[src/rtl/div_result_display.sv]
// div_result_display: BCD conversion of divider results onto a 4-digit multiplexed seven-segment display
module div_result_display #(
  parameter int SCAN_DIV = 50000,
  parameter int CNT_W = 16
) (
  input  logic       clk,
  input  logic       rst,
  input  logic       res_valid,
  input  logic [7:0] quo,
  input  logic [3:0] rem,
  input  logic       show_rem,
  output logic       busy,
  output logic       bcd_ready,
  output logic [3:0] an,
  output logic [6:0] seg
);
  typedef enum logic [1:0] {IDLE, CONV, DONE} state_t;
  localparam logic [CNT_W-1:0] LAST = CNT_W'(SCAN_DIV - 1);
  state_t state, nxt;
  logic [7:0] bin;
  logic [11:0] bcd, adj, disp_q;
  logic [7:0] disp_r;
  logic [3:0] r_r, cnt, dig;
  logic [CNT_W-1:0] pre;
  logic [1:0] idx;
  logic blank;
  function automatic logic [3:0] add3(input logic [3:0] n);
    return (n >= 4'd5) ? n + 4'd3 : n;
  endfunction
  function automatic logic [6:0] dec(input logic [3:0] d);
    return d == 4'd0 ? 7'b1000000 : d == 4'd1 ? 7'b1111001 :
           d == 4'd2 ? 7'b0100100 : d == 4'd3 ? 7'b0110000 :
           d == 4'd4 ? 7'b0011001 : d == 4'd5 ? 7'b0010010 :
           d == 4'd6 ? 7'b0000010 : d == 4'd7 ? 7'b1111000 :
           d == 4'd8 ? 7'b0000000 : d == 4'd9 ? 7'b0010000 : 7'h7F;
  endfunction
  assign adj = {add3(bcd[11:8]), add3(bcd[7:4]), add3(bcd[3:0])};
  assign busy = state != IDLE;
  always_comb begin
    nxt = state;
    if (state == IDLE) nxt = res_valid ? CONV : IDLE;
    else if (state == CONV) nxt = (cnt == 4'd1) ? DONE : CONV;
    else nxt = IDLE;
  end
  always_ff @(posedge clk)
    if (rst) state <= IDLE;
    else state <= nxt;
  always_ff @(posedge clk) begin
    if (rst) begin
      bin <= '0;
      bcd <= '0;
      r_r <= '0;
      cnt <= '0;
      disp_q <= '0;
      disp_r <= '0;
      bcd_ready <= 1'b0;
    end else begin
      bcd_ready <= state == DONE;
      if (state == IDLE && res_valid) begin
        bin <= quo;
        r_r <= rem;
        bcd <= '0;
        cnt <= 4'd8;
      end else if (state == CONV) begin
        bcd <= {adj[10:0], bin[7]};
        bin <= {bin[6:0], 1'b0};
        cnt <= cnt - 4'd1;
      end else if (state == DONE) begin
        disp_q <= bcd;
        disp_r <= (r_r >= 4'd10) ? {4'd1, r_r - 4'd10} : {4'd0, r_r};
      end
    end
  end
  always_comb begin
    dig = idx == 2'd0 ? (show_rem ? disp_r[3:0] : disp_q[3:0]) :
          idx == 2'd1 ? (show_rem ? disp_r[7:4] : disp_q[7:4]) : disp_q[11:8];
    blank = idx == 2'd3 ||
            (idx == 2'd2 && (show_rem || disp_q[11:8] == 4'd0)) ||
            (idx == 2'd1 && (show_rem ? disp_r[7:4] == 4'd0 : disp_q[11:4] == 8'd0));
  end
  always_ff @(posedge clk) begin
    if (rst) begin
      pre <= '0;
      idx <= '0;
      an <= 4'hF;
      seg <= 7'h7F;
    end else begin
      pre <= (pre == LAST) ? '0 : pre + 1'b1;
      idx <= (pre == LAST) ? idx + 2'd1 : idx;
      an <= blank ? 4'hF : ~(4'b0001 << idx);
      seg <= blank ? 7'h7F : dec(dig);
    end
  end
endmodule
[config.mk]
export PLATFORM = sky130hd
export DESIGN_NAME = div_result_display
export DESIGN_NICKNAME = d
export VERILOG_FILES = /design/src/rtl/div_result_display.sv
export SDC_FILE = /design/constraint.sdc
export NUM_CORES = 1
export LEC_CHECK = 0
export ABC_AREA = 0
export CORE_MARGIN = 3
export CORE_UTILIZATION = 50
export DETAILED_ROUTE_END_ITERATION = 12
export GPL_TIMING_DRIVEN = 0
export PLACE_DENSITY = 0.7
export SLEW_MARGIN = 5
export SYNTH_ARGS = -nofsm -noshare
export SYNTH_HDL_FRONTEND = slang
export SYNTH_SLANG_ARGS = --single-unit
[constraint.sdc]
create_clock -name clk -period 2.43 [get_ports clk]
set_clock_uncertainty 0.2 [all_clocks]
set_input_delay 0.729 -clock clk [delete_from_list [all_inputs] [get_ports clk]]
set_output_delay 0.729 -clock clk [all_outputs]
set_load 0.02 [all_outputs]
* Word-level counts from Yosys, hierarchy flattened
Cells that the tools add are included.
W data, S select, Z words.
** Word-level totals
- Register bits after elaboration :: 80
- Bits of input ports :: 16
** Cells by class
- Multiplexer cells :: 27
- Add/subtract/negate cells :: 7
- Shift-type cells :: 1
- Equality and inequality tests :: 16
- Reductions and logical operators :: 19
- Magnitude comparators :: 4
- Bitwise logic cells :: 3
** Operator list (count)
- $mux W7 :: 8
- $mux W4 :: 8
- $add A16 B1 Y16 const B :: 1
- $eq A16 B16 Y1 const B :: 1
- $eq A4 B3 Y1 const B :: 4
- $mux W8 :: 2
- $ge A4 B3 Y1 const B :: 3
- $logic_not A4 Y1 :: 3
- $mux W6 :: 2
- $add A4 B2 Y4 const B :: 2
- $eq A4 B1 Y1 const B :: 2
- $eq A4 B2 Y1 const B :: 2
- $eq A4 B4 Y1 const B :: 2
- $logic_not A8 Y1 :: 1
- $eq A2 B2 Y1 const B :: 3
- $mux W2 :: 3
- $reduce_or A2 Y1 :: 3
- $mux W5 :: 1
- $eq A2 B1 Y1 const B :: 2
- $ge A4 B4 Y1 const B :: 1
- $logic_not A2 Y1 :: 2
- $not A4 Y4 :: 1
- $reduce_bool A2 Y1 :: 2
- $reduce_or A4 Y1 :: 1
- 11 further kinds :: 17

* Longest topological paths before layout
Gate-level depths: netlist (run 1).
- Depth in word-level cells :: 14
- Mapped depth :: 9
- Depth with buffers taken out :: 7

* Worst setup path before layout (run 1)
Ideal clock, no wire load.
- Kind :: in2reg
- Start :: input port show_rem
- End :: register seg[0]
- Setup time :: 64 ps
- Setup slack :: 72 ps
- Data arrival time :: 2094 ps
- Stages on the path :: 7
- Required time :: 2166 ps
- Cell sequence :: buf_6 > inv_4 > a311o_1 > and2_4 > buf_6 > or4_1 > nand4_1
** Between the ends
- Longest elaborated chain between the ends :: 14
- Elaborated cells between the ends (all ways) :: 31
- Those cells by class :: 9 x eq/ne; 15 x mux; 7 x reduce/logical
** RTL lines
- start, declared :: line 11 : input logic show_rem,
- $mux W4 (2 in series) :: line 76 : idx == 2'd1 ? (show_rem ? disp_r[7:4] : disp_q[7:4]) : disp_q[11:8];
- $mux W4 :: line 75 : dig = idx == 2'd0 ? (show_rem ? disp_r[3:0] : disp_q[3:0]) :
- $eq A4 B4 Y1 :: line 35 : d == 4'd8 ? 7'b0000000 : d == 4'd9 ? 7'b0010000 : 7'h7F;
- $mux W7 (2 in series) :: line 35
- $mux W7 (2 in series) :: line 34 : d == 4'd6 ? 7'b0000010 : d == 4'd7 ? 7'b1111000 :
- $mux W7 (2 in series) :: line 33 : d == 4'd4 ? 7'b0011001 : d == 4'd5 ? 7'b0010010 :
- $mux W7 (2 in series) :: line 32 : d == 4'd2 ? 7'b0100100 : d == 4'd3 ? 7'b0110000 :
- $mux W6 (2 in series) :: line 31 : return d == 4'd0 ? 7'b1000000 : d == 4'd1 ? 7'b1111001 :
- end signal, assigned :: line 91 : seg <= blank ? 7'h7F : dec(dig);
- end, declared :: line 15 : output logic [6:0] seg
Parallel ways exist; a longest one is shown, timed or not.
A chain may end at the register's enable or synchronous reset.

* Worst setup path after layout (run 1)
- Start :: input port rst
- End :: register seg[5]
** Between the ends
- Longest elaborated chain between the ends :: 1
** RTL lines
- start, declared :: line 7 : input logic rst,
- $reduce_or A2 Y1 (no line)
No other way between the ends.

==> results of run 1 <==
==> power by group through the flow <==
stage               Combinational [mW]  Sequential, mW  Clock (mW)
global placement                 0.197            1.35           0
detailed placement               0.200            1.35           0
global route                     0.223            1.32        1.15
finish                           0.200            1.32        1.07
floorplan                        0.117            1.35           0
CTS                              0.201            1.32        1.09
==> cells by family (layout without fill, tap and decap cells) <==
kind of cell	count (synthesis)	in the layout	synth area share
muxes	6	6	0.01751
xor gates and xnor gates	23	23	0.05872
other	1	1	0.001093
and+or+nand+nor	179	179	0.2305
AOI/OAI and AO/OA	84	84	0.1437
adders and majority gates	14	14	0.05106
DFF	77	77	0.4493
buffers and inverters	37	79	0.04813
==> layout by cell type (no fill, tap or decap), drive strengths merged, types with 2 or more instances in the layout <==
master,netlist,routed
xor2,9,9
o21a,2,2
o21ai,11,11
mux2i,6,6
clkbuf,15,26
a21oi,49,49
nand2,78,78
nor2b,5,5
nand4,5,5
a211oi,3,3
xnor2,14,14
bufinv,0,2
nor2,49,49
inv,16,16
nor3,8,8
and2,6,6
clkdlybuf4s50,0,26
nor4,4,4
clkinv,0,2
ha,14,14
o211ai,2,2
nand2b,9,9
a22oi,7,7
dfxtp,77,77
buf,6,6
nand3,11,11
a31oi,2,2
a311o,3,3
==> sequential cells by signal, indices dropped and copies added (netlist names) <==
signal     count
cnt            4
pre           16
seg            7
disp_r         5
state          2
bin            8
disp_q        12
idx            2
r_r            4
bcd_ready      1
an             4
bcd           12
==> worst max path at each step <==
stage / cells after the start / slack [ns] / end
6_report: 4 / 0.10 / seg[5]
4_1_cts: 3 / 0.02 / busy
3_5_place_dp: 4 / -0.29 / seg[5]
2_1_floorplan: 7 / 0.07 / seg[0]
3_3_place_gp: 4 / -0.24 / seg[5]
5_1_grt: 8 / 0.0003 / seg[0]
==> per-layer routing <==
metal  vias up  track usage  wire length, um
met5         -            0                0
met4         0      0.07143               77
met3         7      0.04190              223
met2        40       0.2989             3144
met1      1325       0.2317             3235
li1       1480            -                -
==> area by class of cell <==
class	count	area [sq um]	area share
plain buffers	20	98.84	0.02456
clock buffers	12	155.1	0.03856
clock inverters	4	70.07	0.01741
inverters	16	62.56	0.01555
multi-input cells	307	1727	0.4291
flip-flops and latches	77	1541	0.3831
well taps	77	96.34	0.02394
repair buffers	27	272.8	0.06779
==> through the flow <==
step	hold WS, ns	instances	total power, mW	area [sq um]	util
2_1_floorplan	0.2294	421	1.470	3431	-
3_3_place_gp	0.2439	525	1.544	3797	0.5847
3_5_place_dp	0.2500	525	1.548	3797	0.5847
4_1_cts	0.2573	541	2.612	4023	0.6193
5_1_grt	0.2870	540	2.700	4024	0.6195
6_report	0.2561	540	2.594	4024	0.6195
==> worst register-to-register path, stage by stage (launching register included) <==
cell and delay [ns]:
dfxtp_1 0.38, inv_1 0.08, ha_1 0.18, buf_4 0.16, a311o_1 0.34, and2_1 0.15, clkbuf_1 0.18, or4_1 0.50
nand4_1 0.10
==> out/results.txt, run 1 <==
Pins Over Slew Limit -> 0
TritonCTS Buffers -> 9
Reg-to-reg endpoint -> seg[0]
First-pass GRT wire length -> 11.43 mm
Slew margin rel. -> 0.5867
Syn Inst Count -> 421
Clock sinks -> 77
Slowest Stage Delay on Critical Path -> 0.58 ns
CP max-delay cell -> nor3_2
Cts repair resizes -> 0
Hold crit path type -> flip-flop to flip-flop
Critical path capture point type -> flip-flop
Ranking of synthesized cells by area -> dfxtp_1 (45%), nand2_1 (8.5%), a21oi_1 (7.1%)
DRT iter0 DRCs -> 116
Synth-to-layout area growth -> 17.29%
Sequential-to-total area share from yosys stat -> 0.4493
Max-cap check violation count -> 0
Flops & latches, synth -> 77
IO buf count -> 27
Share of layout cells above drive strength 1 -> 0.05184
Clock power share -> 0.414
Switching power -> 0.5815 mW
Worst Hold Launch -> bin[6]
Fmax -> 0.4296 GHz
CP Class -> input port to flip-flop
Site row count -> 29
CP top delay family -> buffers and inverters
Worst-path maximum fanout -> 10
Yosys warns -> 0
Min setup slack post-route -> 0.1021 ns
Final Hold Vio Count -> 0
Power Density -> 644.7 nW/um^2
Async set-or-reset flop fraction in the synthesized netlist -> 0
CTS tree -> built
Post-synth top area share -> 0.4493
DR vias/cell -> 5.281
Vias in the first global route -> 2628
Gr usage total -> 0.1823
Initial antenna violation count -> 0
Fill cell count -> 566
Clock insertion delay at the later pin of the skew report -> 0.33 ns
Unrepaired setup endpoints after global routing -> false
Setup TNS -> 0 ns
# hold bufs at CTS -> 0
Clk slew on worst S/H paths -> 0.07 ns
Setup slack at placement -> -0.2857 ns
Largest net degree at the start of global routing -> 13
Comb pwr share -> 0.077
DRC Markers -> 0
Reg-to-reg startpoint -> idx[1]
Grt ovf -> 0
Count of buffer and inverter cells on the critical path -> 2
Lkg Pwr -> 1.496 nW
Routed via count -> 2852
Arr. time, crit path -> 2.31 ns
Fin crit share -> 0.9580
Worst-Margin Slew -> 0.6135 ns
VDD IR max -> 432.8 uV
Core area -> 6495 sq um
Hold Crit Endpoint -> bin[6]
Yosys top cell by area -> dfxtp_1
Routed wire length -> 6.680 mm
Layout net count -> 488
Startpoint Class -> input port
Top Ports -> 29
DP Wirelength -> 4.850 mm
Fin crit period -> 2.328 ns
Final ANT Viol Nets -> 0
Root Driver -> clkbuf_8
Routed length per instance -> 12.37 um
Hold Path Cell Cnt -> 2
Gpl congestion -> 0.8117
Mapped Avg Cell Area -> 8.149 sq um
Crit. Startpoint -> rst
Die width -> 88.84 um
Die span in y -> 88.84 um
Starting Density -> 0.5282
Status -> completed
Cell Area, Synth -> 3431 sq um
Sw Ratio -> 0.2242
Synth Flop Type -> dfxtp_1
CP required -> 2.41 ns
Critical path, cell by cell -> clkdlybuf4s50_1, clkbuf_1, nor3_2, o221ai_1
Internal -> 2.013 mW
Syn nets -> 451
Cells on worst reg2reg path -> 8
Post-synth EDFFs -> 0
Synth cell types -> 42
Synth cell count leaders -> nand2_1 (78), dfxtp_1 (77), a21oi_1 (49), nor2_1 (49)
CTS H-tree lvls -> 3
Number of diodes -> 0
Post-CTS Setup Bufs -> 0
Most frequent cell after synthesis -> nand2_1
CTS max path bufs -> 2
Flop2flop setup slack -> 0.11 ns
First-pass DRT Iterations -> 5
Die area -> 7892 sq um
Final Setup Violations -> 0
Seq pwr share -> 0.509
Power figures use the tool's default switching activity.
==> run 2, diff against run 1 <==
--- a/config.mk
+++ b/config.mk
@@ -11,7 +11,7 @@
 export DETAILED_ROUTE_END_ITERATION = 12
 export GPL_TIMING_DRIVEN = 0
 export PLACE_DENSITY = 0.7
-export SLEW_MARGIN = 5
+export SLEW_MARGIN = 20
 export SYNTH_ARGS = -nofsm -noshare
 export SYNTH_HDL_FRONTEND = slang
 export SYNTH_SLANG_ARGS = --single-unit
==> results of run 2 <==
The final DEF is identical to that of run 1; final timing and power are the same.
